===== config.mk =====
export PLATFORM = sky130hd
export DESIGN_NAME = mem_access_ctrl_flat
export DESIGN_NICKNAME = d
export VERILOG_FILES = /design/src/rtl/mem_access_ctrl_if.sv /design/src/rtl/mem_access_ctrl.sv /design/src/flat_wrapper.sv
export SDC_FILE = /design/constraint.sdc
export NUM_CORES = 1
export LEC_CHECK = 0
export ABC_AREA = 1
export CORE_AREA = 8 8 45 47
export DETAILED_ROUTE_END_ITERATION = 10
export DIE_AREA = 0 0 53 55
export PLACE_DENSITY = 0.64
export SLEW_MARGIN = 20
export SYNTH_ARGS = -nofsm -noshare
export SYNTH_HDL_FRONTEND = slang
export SYNTH_SLANG_ARGS = --single-unit

===== constraint.sdc =====
create_clock -name clk -period 1.6 [get_ports clk]
set_input_delay 0.24 -clock clk [delete_from_list [all_inputs] [get_ports clk]]
set_output_delay 0.24 -clock clk [all_outputs]
set_load 0.1 [all_outputs]

===== src/rtl/mem_access_ctrl_if.sv =====
// Request/strobe bundle between the datapath control and the memory
// access controller. The master drives requests; the slave (controller)
// drives the address mux select, the write strobes and the done pulses.
interface mem_access_ctrl_if;
    logic       fetch_req;
    logic       data_req;
    logic       data_we;
    logic       exc_req;
    logic [1:0] iord_sel;
    logic       mem_wr;
    logic       ir_wr;
    logic       mdr_wr;
    logic       fetch_done;
    logic       data_done;
    logic       exc_done;
    logic       busy;

    modport master (
        output fetch_req, data_req, data_we, exc_req,
        input  iord_sel, mem_wr, ir_wr, mdr_wr,
        input  fetch_done, data_done, exc_done, busy
    );

    modport slave (
        input  fetch_req, data_req, data_we, exc_req,
        output iord_sel, mem_wr, ir_wr, mdr_wr,
        output fetch_done, data_done, exc_done, busy
    );
endinterface


===== src/rtl/mem_access_ctrl.sv =====
// Memory access controller: arbitrates fetch / load-store / exception-vector
// reads onto a single memory port. IDLE -> ACCESS (WAIT_CYCLES+1 cycles) ->
// TURN (one turnaround cycle) -> IDLE. All outputs come straight from flops.
// Optional feature: define IORD_EXC_VECTOR_EN to enable the exception-vector
// read path (highest priority, iord_sel = 2'b10). Without it exc_req is
// ignored and exc_done stays 0.
module mem_access_ctrl #(
    parameter int WAIT_CYCLES = 1  // memory read latency, 1..3
) (
    input  logic               clk,
    input  logic               reset,
    mem_access_ctrl_if.slave   bus
);
    localparam logic [1:0] SEL_PC   = 2'b00;
    localparam logic [1:0] SEL_ALU  = 2'b01;
    localparam logic [1:0] SEL_EXC  = 2'b10;
    localparam logic [1:0] CNT_INIT = 2'(WAIT_CYCLES);

    typedef enum logic [1:0] {IDLE, ACCESS, TURN} state_t;

    state_t     state_q, state_d;
    logic [1:0] cnt_q, cnt_d;
    logic [1:0] iord_sel_q, iord_sel_d;
    logic       we_q, we_d;
    logic       mem_wr_q, mem_wr_d;
    logic       ir_wr_q, ir_wr_d;
    logic       mdr_wr_q, mdr_wr_d;
    logic       fetch_done_q, fetch_done_d;
    logic       data_done_q, data_done_d;
    logic       exc_done_q, exc_done_d;
    logic       busy_q, busy_d;
    logic       exc_req_eff;

`ifdef IORD_EXC_VECTOR_EN
    assign exc_req_eff = bus.exc_req;
`else
    // Port is kept so both builds share one port list; the request is dropped.
    logic unused_exc_req;
    assign unused_exc_req = bus.exc_req;
    assign exc_req_eff    = 1'b0;
`endif

    // Next-state and next-output logic; strobes are set one cycle ahead
    // (when the counter is about to reach 0) so they come out of flops.
    always_comb begin
        state_d      = state_q;
        cnt_d        = cnt_q;
        iord_sel_d   = iord_sel_q;
        we_d         = we_q;
        mem_wr_d     = 1'b0;
        ir_wr_d      = 1'b0;
        mdr_wr_d     = 1'b0;
        fetch_done_d = 1'b0;
        data_done_d  = 1'b0;
        exc_done_d   = 1'b0;

        case (state_q)
            IDLE: begin
                iord_sel_d = SEL_PC;
                if (exc_req_eff || bus.data_req || bus.fetch_req) begin
                    state_d = ACCESS;
                    cnt_d   = CNT_INIT;
                    we_d    = bus.data_we;
                    if (exc_req_eff)       iord_sel_d = SEL_EXC;
                    else if (bus.data_req) iord_sel_d = SEL_ALU;
                    else                   iord_sel_d = SEL_PC;
                end
            end

            ACCESS: begin
                cnt_d = cnt_q - 2'd1;
                // Next cycle is the final one: arm exactly one strobe + done.
                if (cnt_q == 2'd1) begin
                    case (iord_sel_q)
                        SEL_PC: begin
                            ir_wr_d      = 1'b1;
                            fetch_done_d = 1'b1;
                        end
                        SEL_ALU: begin
                            mem_wr_d    = we_q;
                            mdr_wr_d    = ~we_q;
                            data_done_d = 1'b1;
                        end
                        SEL_EXC: begin
                            mdr_wr_d   = 1'b1;
`ifdef IORD_EXC_VECTOR_EN
                            exc_done_d = 1'b1;
`endif
                        end
                        default: ;
                    endcase
                end
                if (cnt_q == 2'd0) begin
                    state_d    = TURN;
                    cnt_d      = 2'd0;
                    iord_sel_d = SEL_PC;
                end
            end

            TURN: begin
                state_d    = IDLE;
                iord_sel_d = SEL_PC;
            end

            default: begin
                state_d    = IDLE;
                iord_sel_d = SEL_PC;
            end
        endcase

        busy_d = (state_d != IDLE);
    end

    // State and output registers; reset wins over any pending strobe.
    always_ff @(posedge clk) begin
        if (reset) begin
            state_q      <= IDLE;
            cnt_q        <= 2'd0;
            iord_sel_q   <= SEL_PC;
            we_q         <= 1'b0;
            mem_wr_q     <= 1'b0;
            ir_wr_q      <= 1'b0;
            mdr_wr_q     <= 1'b0;
            fetch_done_q <= 1'b0;
            data_done_q  <= 1'b0;
            exc_done_q   <= 1'b0;
            busy_q       <= 1'b0;
        end else begin
            state_q      <= state_d;
            cnt_q        <= cnt_d;
            iord_sel_q   <= iord_sel_d;
            we_q         <= we_d;
            mem_wr_q     <= mem_wr_d;
            ir_wr_q      <= ir_wr_d;
            mdr_wr_q     <= mdr_wr_d;
            fetch_done_q <= fetch_done_d;
            data_done_q  <= data_done_d;
            exc_done_q   <= exc_done_d;
            busy_q       <= busy_d;
        end
    end

    assign bus.iord_sel   = iord_sel_q;
    assign bus.mem_wr     = mem_wr_q;
    assign bus.ir_wr      = ir_wr_q;
    assign bus.mdr_wr     = mdr_wr_q;
    assign bus.fetch_done = fetch_done_q;
    assign bus.data_done  = data_done_q;
    assign bus.exc_done   = exc_done_q;
    assign bus.busy       = busy_q;
endmodule

===== src/flat_wrapper.sv =====
// flat-port wrapper written by rule: the top's interface ports become plain ports
module mem_access_ctrl_flat 
#(
    parameter int WAIT_CYCLES = 1                              
)
  (clk, reset, bus_fetch_req, bus_data_req, bus_data_we, bus_exc_req, bus_iord_sel, bus_mem_wr, bus_ir_wr, bus_mdr_wr, bus_fetch_done, bus_data_done, bus_exc_done, bus_busy);
  mem_access_ctrl_if bus_i ();
  input  logic clk;
  input  logic reset;
  input wire logic [$bits(bus_i.fetch_req)-1:0] bus_fetch_req;
  input wire logic [$bits(bus_i.data_req)-1:0] bus_data_req;
  input wire logic [$bits(bus_i.data_we)-1:0] bus_data_we;
  input wire logic [$bits(bus_i.exc_req)-1:0] bus_exc_req;
  output wire logic [$bits(bus_i.iord_sel)-1:0] bus_iord_sel;
  output wire logic [$bits(bus_i.mem_wr)-1:0] bus_mem_wr;
  output wire logic [$bits(bus_i.ir_wr)-1:0] bus_ir_wr;
  output wire logic [$bits(bus_i.mdr_wr)-1:0] bus_mdr_wr;
  output wire logic [$bits(bus_i.fetch_done)-1:0] bus_fetch_done;
  output wire logic [$bits(bus_i.data_done)-1:0] bus_data_done;
  output wire logic [$bits(bus_i.exc_done)-1:0] bus_exc_done;
  output wire logic [$bits(bus_i.busy)-1:0] bus_busy;
  assign bus_i.fetch_req = bus_fetch_req;
  assign bus_i.data_req = bus_data_req;
  assign bus_i.data_we = bus_data_we;
  assign bus_i.exc_req = bus_exc_req;
  assign bus_iord_sel = bus_i.iord_sel;
  assign bus_mem_wr = bus_i.mem_wr;
  assign bus_ir_wr = bus_i.ir_wr;
  assign bus_mdr_wr = bus_i.mdr_wr;
  assign bus_fetch_done = bus_i.fetch_done;
  assign bus_data_done = bus_i.data_done;
  assign bus_exc_done = bus_i.exc_done;
  assign bus_busy = bus_i.busy;
  mem_access_ctrl #(.WAIT_CYCLES(WAIT_CYCLES)) u_core (.clk(clk), .reset(reset), .bus(bus_i));
endmodule

Word-level counts from Yosys, hierarchy flattened --
Index checks and enable logic that the tools add are counted.
Word-level totals: bits of input ports 6, logic and storage cells 43, flip-flop bits (word level) 12, output and inout port bits 9
Cells by class: eq/ne operators 6, muxes and demuxes 13, add/sub/neg operators 1, bitwise logic cells 4, reduce and logical (&&, ||, !) cells 10
Operator list (number):
- $mux W2 | 6
- $pmux W2 S2 | 3
- $eq A2 B1 Y1 const B | 3
- $logic_not A2 Y1 | 3
- $ne A2 B1 Y1 const B | 2
- $not A1 Y1 | 4
- $reduce_and A2 Y1 | 2
- $reduce_bool A2 Y1 | 2
- $reduce_or A4 Y1 | 1
- $mux W1 | 3
- $reduce_or A3 Y1 | 1
- $eq A2 B2 Y1 const B | 1
- $pmux W1 S2 | 1
- $sub A2 B1 Y2 const B | 1
- $logic_or A1 B1 Y1 | 1

Longest topological paths before layout --
Gate-level depths: netlist of run 1.
depth after elaboration 4, mapped depth 6, depth with buffers taken out 6

Worst setup path after synthesis of run 1 --
Ideal clock, no wire load.
path type reg2out, start point register u_core.ir_wr_q (netlist: u_core.bus.ir_wr), end point output bus_ir_wr, path slack 0.004 ns, cell stages (with the launch flop) 2, data arrival time 1.356 ns, buffers on the path 1, data required time 1.360 ns, path through dfxtp_1 -> buf_4
RTL lines:
- start: declaration | line mem_access_ctrl.sv:26 | logic ir_wr_q, ir_wr_d;
- start signal: assignment | line mem_access_ctrl.sv:134 | ir_wr_q <= ir_wr_d;
- end: declaration | line flat_wrapper.sv:16 | output wire logic [$bits(bus_i.ir_wr)-1:0] bus_ir_wr;
No word-level cell between the ends.

Worst setup path in the final report of run 1 --
start point register u_core.iord_sel_q[0] (netlist: u_core.bus.iord_sel[0]), end point output bus_iord_sel[0]
RTL lines:
- start: declaration | line mem_access_ctrl.sv:23 | logic [1:0] iord_sel_q, iord_sel_d;
- start signal: assignment | line mem_access_ctrl.sv:131 | iord_sel_q <= iord_sel_d;
- end: declaration | line flat_wrapper.sv:14 | output wire logic [$bits(bus_i.iord_sel)-1:0] bus_iord_sel;
No word-level cell between the ends.

==> summary.txt, run 1 <==
Status
  • Outcome: complete, no violations

Timing
  • Setup total negative slack: 0 ns
  • Fin Hold WS: 0.483 ns
  • RSZ-0062 raised after global routing: false
  • Worst clock skew: 0.00284 ns
  • Hold violation count in the final report: 0
  • Final WS setup: 0.436 ns
  • Final Max Slew Viols: 0
  • Minimum clock period: 1.16 ns
  • Final period util: 72.7%
  • Final setup viols: 0
  • FMAX: 859 MHz

Drt
  • Via density: 4.53
  • Vias after detailed routing: 376
  • DR WL/cell: 10.1 um
  • Antenna viol nets, final: 0
  • Total Routed Length: 842 um
  • Post-route DRC violation count: 0
  • Detailed Route Iter0 Violations: 7
  • Router iterations before antenna repair: 4

Floorplanning
  • Die Ht: 55 um
  • Die W: 53 um
  • Full die area: 2920 um^2
  • Row cnt: 14
  • Core area: 1380 um^2
  • IO Pins: 15
  • Starting density of the core: 32.3%

CTS
  • Hold-fix buffer count after cts: 0
  • Clock buffer depth: 2
  • H-tree Lvls: 1
  • Clk sinks: 11
  • Reg clk slew, reported paths: 0.07 ns
  • Post-cts resize count: 0
  • # Post-CTS Setup Buffers: 0
  • Root Buffer Master: clkbuf_4
  • Latest clock arrival within the worst-skew pair: 0.27 ns
  • TritonCTS buffer count: 3
  • CTS tree: yes

Final layout
  • Layout area overhead: 46.5%
  • Final nets: 74
  • Most common cell after layout, fill and taps aside: dfxtp_1
  • Diodes inserted: 0
  • Layout cells sized above 1: 25.4%
  • Most frequent cells in the layout: dfxtp_1, nand2_1, inv_1, buf_12

Logic synthesis
  • Syn avg cell area: 8.27 um^2
  • Synthesized area: 447 um^2
  • Seq/Total Area, Yosys: 49.3%
  • Yosys warnings: 0
  • Synth cell types: 15
  • #FFs+latches synth: 11
  • Gate count after technology mapping: 54

Global route
  • Initial antenna violation count: 0
  • GR Util All Layers: 6.80%
  • Vias in the first global route: 378
  • Global-route wire length before repair: 1420 um
  • Largest net degree at the start of global routing: 7
  • Overflow after GRT: 0

Placed design
  • Port buffer count: 11
  • Final HPWL DP: 684 um
  • Setup slack at placement: 0.371 ns
  • Gpl congestion: 0.838

Worst setup path
  • Buf/Inv on CP: 1
  • Worst EP arrival: 0.92 ns
  • Required @ worst endpoint: 1.36 ns
  • RR Startpoint: u_core.state_q[0]
  • CP cell instances: buf_12
  • CP max stage delay: 0.44 ns
  • CP max stage cell: dfxtp_1
  • Worst Setup SP: u_core.bus.iord_sel[0]
  • Worst setup EP type: output port
  • Delay-heaviest family, CP: flip-flops
  • CP max FO: 4
  • Critical path startpoint category: flop
  • Critical path class: reg -> out

Power
  • Worst ir drop on vdd: 0.462 mV
  • Total power: 682 uW
  • Leak: 0.000284 uW
  • Power density over the cells: 1040 nW/um^2

Worst hold path
  • Hold_sp: u_core.we_q
  • Worst Hold Class: reg -> reg

Run
  • Max cap viols: 0
==> routing by layer <==
layer	wire length (um)	vias to the layer above	global-route usage (%)	part of all wire [%]
met4	16	0	6.03	1.9
met2	436	17	11.9	52
met5	0	-	0	0
li1	-	187	-	-
met1	306	168	5.98	36
met3	84	4	2.67	10
==> stage by stage <==
stage                     cell area, um^2  utilization, %  instances
final                                 654            47.3         83
after global routing                  654            47.3         83
after CTS                             654            47.3         83
after detailed placement              628            45.4         79
after global placement                628            45.4         79
after floorplan                       450               -         55
==> path summary, 6_finish.rpt <==
kind,endpoint,slack [ns],cells after the start
worst min register to register,u_core.bus.mdr_wr,0.48,1
worst min-delay path,u_core.bus.mdr_wr,0.48,1
worst max register to register,u_core.state_q[0],0.71,3
worst max-delay path,bus_iord_sel[0],0.44,1
==> sequential cells by signal, indices dropped and copies added, names as in the netlist <==
| name | flops |
|---|---|
| u_core.cnt_q | 2 |
| u_core.state_q | 2 |
| u_core.bus.busy | 1 |
| u_core.bus.data_done | 1 |
| u_core.bus.iord_sel | 1 |
| u_core.bus.ir_wr | 1 |
| u_core.bus.mdr_wr | 1 |
| u_core.bus.mem_wr | 1 |
| u_core.we_q | 1 |
==> cells in the mapped netlist, drive strengths merged <==
library cell / n / share of area, %
a21oi: 5 / 5.6
nand2: 11 / 11
nor3b: 1 / 2.8
nor3: 2 / 4.5
buf: 3 / 5.0
inv: 8 / 6.7
dfxtp: 11 / 49
conb: 1 / 0.84
nor2: 7 / 8.1
nand3: 4 / 4.5
nand3b: 1 / 1.7
==> area by class of cell <==
cell class | instances | area, um^2
clock buffer | 4 | 26.3
fill | 123 | 729
inverter | 8 | 30.0
multi-input combinational | 33 | 178
sequential | 11 | 220
tap | 16 | 20.0
timing repair buffer | 11 | 180
==> cell families after synthesis <==
kind of cell           share of synthesized area, %
AND/OR/NAND/NOR                                32.5
flip-flops                                     49.3
buffers and inverters                          11.8
AO/OA/AOI/OAI                                  5.60
other                                         0.840
==> power by group <==
group	switching (uW)	internal [uW]
clock network	92.5	96.6
logic	122	59.0
registers	19.8	292
total	234	448
Note: power is estimated with default switching activity, not from simulation.
==> inputs of run 2 (changes only) <==
--- a/config.mk
+++ b/config.mk
@@ -9,7 +9,7 @@
 export CORE_AREA = 8 8 45 47
 export DETAILED_ROUTE_END_ITERATION = 10
 export DIE_AREA = 0 0 53 55
-export PLACE_DENSITY = 0.64
+export PLACE_DENSITY = 0.66
 export SLEW_MARGIN = 20
 export SYNTH_ARGS = -nofsm -noshare
 export SYNTH_HDL_FRONTEND = slang
==> constraint.sdc (replaced) <==
create_clock -name clk -period 0.99 [get_ports clk]
set_input_delay 0.1485 -clock clk [delete_from_list [all_inputs] [get_ports clk]]
set_output_delay 0.1485 -clock clk [all_outputs]
set_load 0.1 [all_outputs]
==> run 2 against run 1 <==
Core utilization rose by 2.5 points. Clock skew rose by 0.0041 ns. First-iteration DRC count fell by 57%. Register-to-register slack got worse by 0.62 ns. Via count rose by 0.80%. Die area did not move. Design area rose by 5.4%. Clock-buffer cell count did not move. Largest power group unchanged.
==> summary.txt, run 2 (same netlist as run 1, synthesis figures left out) <==
Floorplanning
  • Die W: 53 um (unchanged)
  • IO Pins: 15 (unchanged)
  • Die Ht: 55 um (unchanged)
  • Starting density of the core: 32.3% (unchanged)
  • Full die area: 2920 um^2 (unchanged)
  • Core area: 1380 um^2 (unchanged)
  • Row cnt: 14 (unchanged)

Worst setup path
  • CP max stage delay: 0.37 ns (-0.07 ns)
  • CP max stage cell: dfxtp_4
  • Buf/Inv on CP: 1 (unchanged)
  • Flop-to-flop setup slack: 0.09 ns (-0.62 ns)
  • Delay-heaviest family, CP: flip-flops
  • Critical path startpoint category: flop
  • Critical path class: reg -> out
  • Required @ worst endpoint: 0.84 ns (-0.52 ns)
  • Worst EP arrival: 0.80 ns (-0.12 ns)
  • CP max FO: 2 (-2)
  • CP cell instances: buf_12
  • Worst setup EP type: output port

Drt
  • Post-route DRC violation count: 0 (unchanged)
  • Detailed Route Iter0 Violations: 3 (-4)
  • Router iterations before antenna repair: 5 (+1)
  • DR WL/cell: 8.85 um (-13%)
  • Vias after detailed routing: 379 (+0.80%)
  • Total Routed Length: 761 um (-9.6%)
  • Antenna viol nets, final: 0 (unchanged)
  • Via density: 4.41 (-2.7%)

Timing
  • Fin Hold WS: 0.451 ns (-0.0322 ns)
  • Final setup viols: 0 (unchanged)
  • RSZ-0062 raised after global routing: false
  • Final period util: 95.6%
  • Worst clock skew: 0.00697 ns (+0.00413 ns)
  • Hold violation count in the final report: 0 (unchanged)
  • FMAX: 1060 MHz
  • Minimum clock period: 0.947 ns
  • Setup total negative slack: 0 ns (unchanged)
  • Final Max Slew Viols: 0 (unchanged)

CTS
  • Clk sinks: 11 (unchanged)
  • Root Buffer Master: clkbuf_4
  • Post-cts resize count: 0 (unchanged)
  • Latest clock arrival within the worst-skew pair: 0.26 ns (about the same)
  • Clock buffer depth: 2 (unchanged)
  • Reg clk slew, reported paths: 0.07 ns (about the same)
  • H-tree Lvls: 1 (unchanged)
  • CTS tree: yes
  • TritonCTS buffer count: 3 (unchanged)

Final layout
  • Most frequent cells in the layout: nand2_1, inv_1, buf_12
  • Registers with the most flip-flops: u_core.cnt_q: 2 flops, u_core.state_q: 2 flops
  • FILL cells: 134 (+8.9%)
  • Layout area overhead: 54.3%
  • Most common cell after layout, fill and taps aside: nand2_1
  • Post-route insts no fill: 86 (+3.6%)
  • Layout cells sized above 1: 37.1% (+12 points)
  • Final nets: 77 (+4.1%)
  • Fin util: 49.8% (+2.5 points)
  • Diodes inserted: 0 (unchanged)

Global route
  • Overflow after GRT: 0 (unchanged)
  • Vias in the first global route: 338 (-11%)
  • Largest net degree at the start of global routing: 7 (unchanged)
  • GR Util All Layers: 5.65% (-1.1 points)
  • Global-route wire length before repair: 1210 um (-15%)
  • Initial antenna violation count: 0 (unchanged)

Power
  • Worst ir drop on vdd: 0.891 mV (+93%)
  • Sw Share: 33.3% (-1.0 points)
  • Switching pwr: 366 uW (+56%)
  • P_int: 732 uW (+63%)
  • Clk pwr share: 26.8% (-0.9 points)
  • Power density over the cells: 1590 nW/um^2 (+53%)
  • Comb pwr share: 27.7% (+1.2 points)
  • Leak: 0.000302 uW (+6.3%)
  • Reg power frac: 45.5% (-0.2 points)

Worst hold path
  • Worst Hold Class: reg -> reg

Placed design
  • Port buffer count: 11 (unchanged)
  • Gpl congestion: 0.792 (-5.5%)
  • Placed insts: 81 (+2.5%)

Run
  • Max cap viols: 0 (unchanged)

Status
  • Outcome: complete, no violations
-- run 2: changes by cell type in the layout (fill, tap and decap cells not counted) --
cell / before / now
dfxtp_2: 0 / 4
dfxtp_4: 0 / 2
buf_4: 0 / 3
dfxtp_1: 11 / 5
-- run 2: what timing repair did --
| item | 4_1_cts | 5_1_grt |
|---|---|---|
| setup endpoints to repair | 0 | 1 |
| hold buffers | 0 | 0 |
| buffers inserted | 0 | 1 |
-- run 2: metrics by stage --
step / power (uW) / cell area [um^2] / setup slack, ns
floorplan: 723 / 467 / 0.0112
global placement: 809 / 656 / -0.128
detailed placement: 812 / 656 / -0.136
CTS: 1110 / 682 / 0.0160
global route: 1160 / 689 / 0.0109
finish: 1100 / 689 / 0.0431
-- run 2: cell type report --
type	instances	area, um^2	share of cell area [%]
well taps	16	20.0	2.90
repair buffers	14	203	29.4
flip-flops and latches	11	233	33.8
multi-input cells	33	178	25.8
inverters	8	30.0	4.36
clock buffers	4	26.3	3.81
-- run 2: power by group through the flow --
stage	sequential [uW]	clock, uW	combinational, uW
floorplan	579	0	144
global placement	512	0	297
detailed placement	513	0	299
CTS	503	311	300
global route	504	330	326
finish	500	294	304
-- run 2: routing by layer --
layer / GRT usage, % / vias to the layer above / wire length [um]
met2: 9.57 / 10 / 393
met4: 3.88 / 0 / 0
li1: - / 197 / -
met1: 5.53 / 172 / 295
met3: 2.41 / 0 / 72
met5: 0 / - / 0
-- run 2: final timing paths --
path	start	cells after the start	end
worst max register to register	u_core.state_q[1]	5	u_core.cnt_q[0]
worst min register to register	u_core.we_q	1	u_core.bus.mdr_wr
worst max-delay path	u_core.bus.ir_wr	1	bus_ir_wr
worst min-delay path	u_core.we_q	1	u_core.bus.mdr_wr
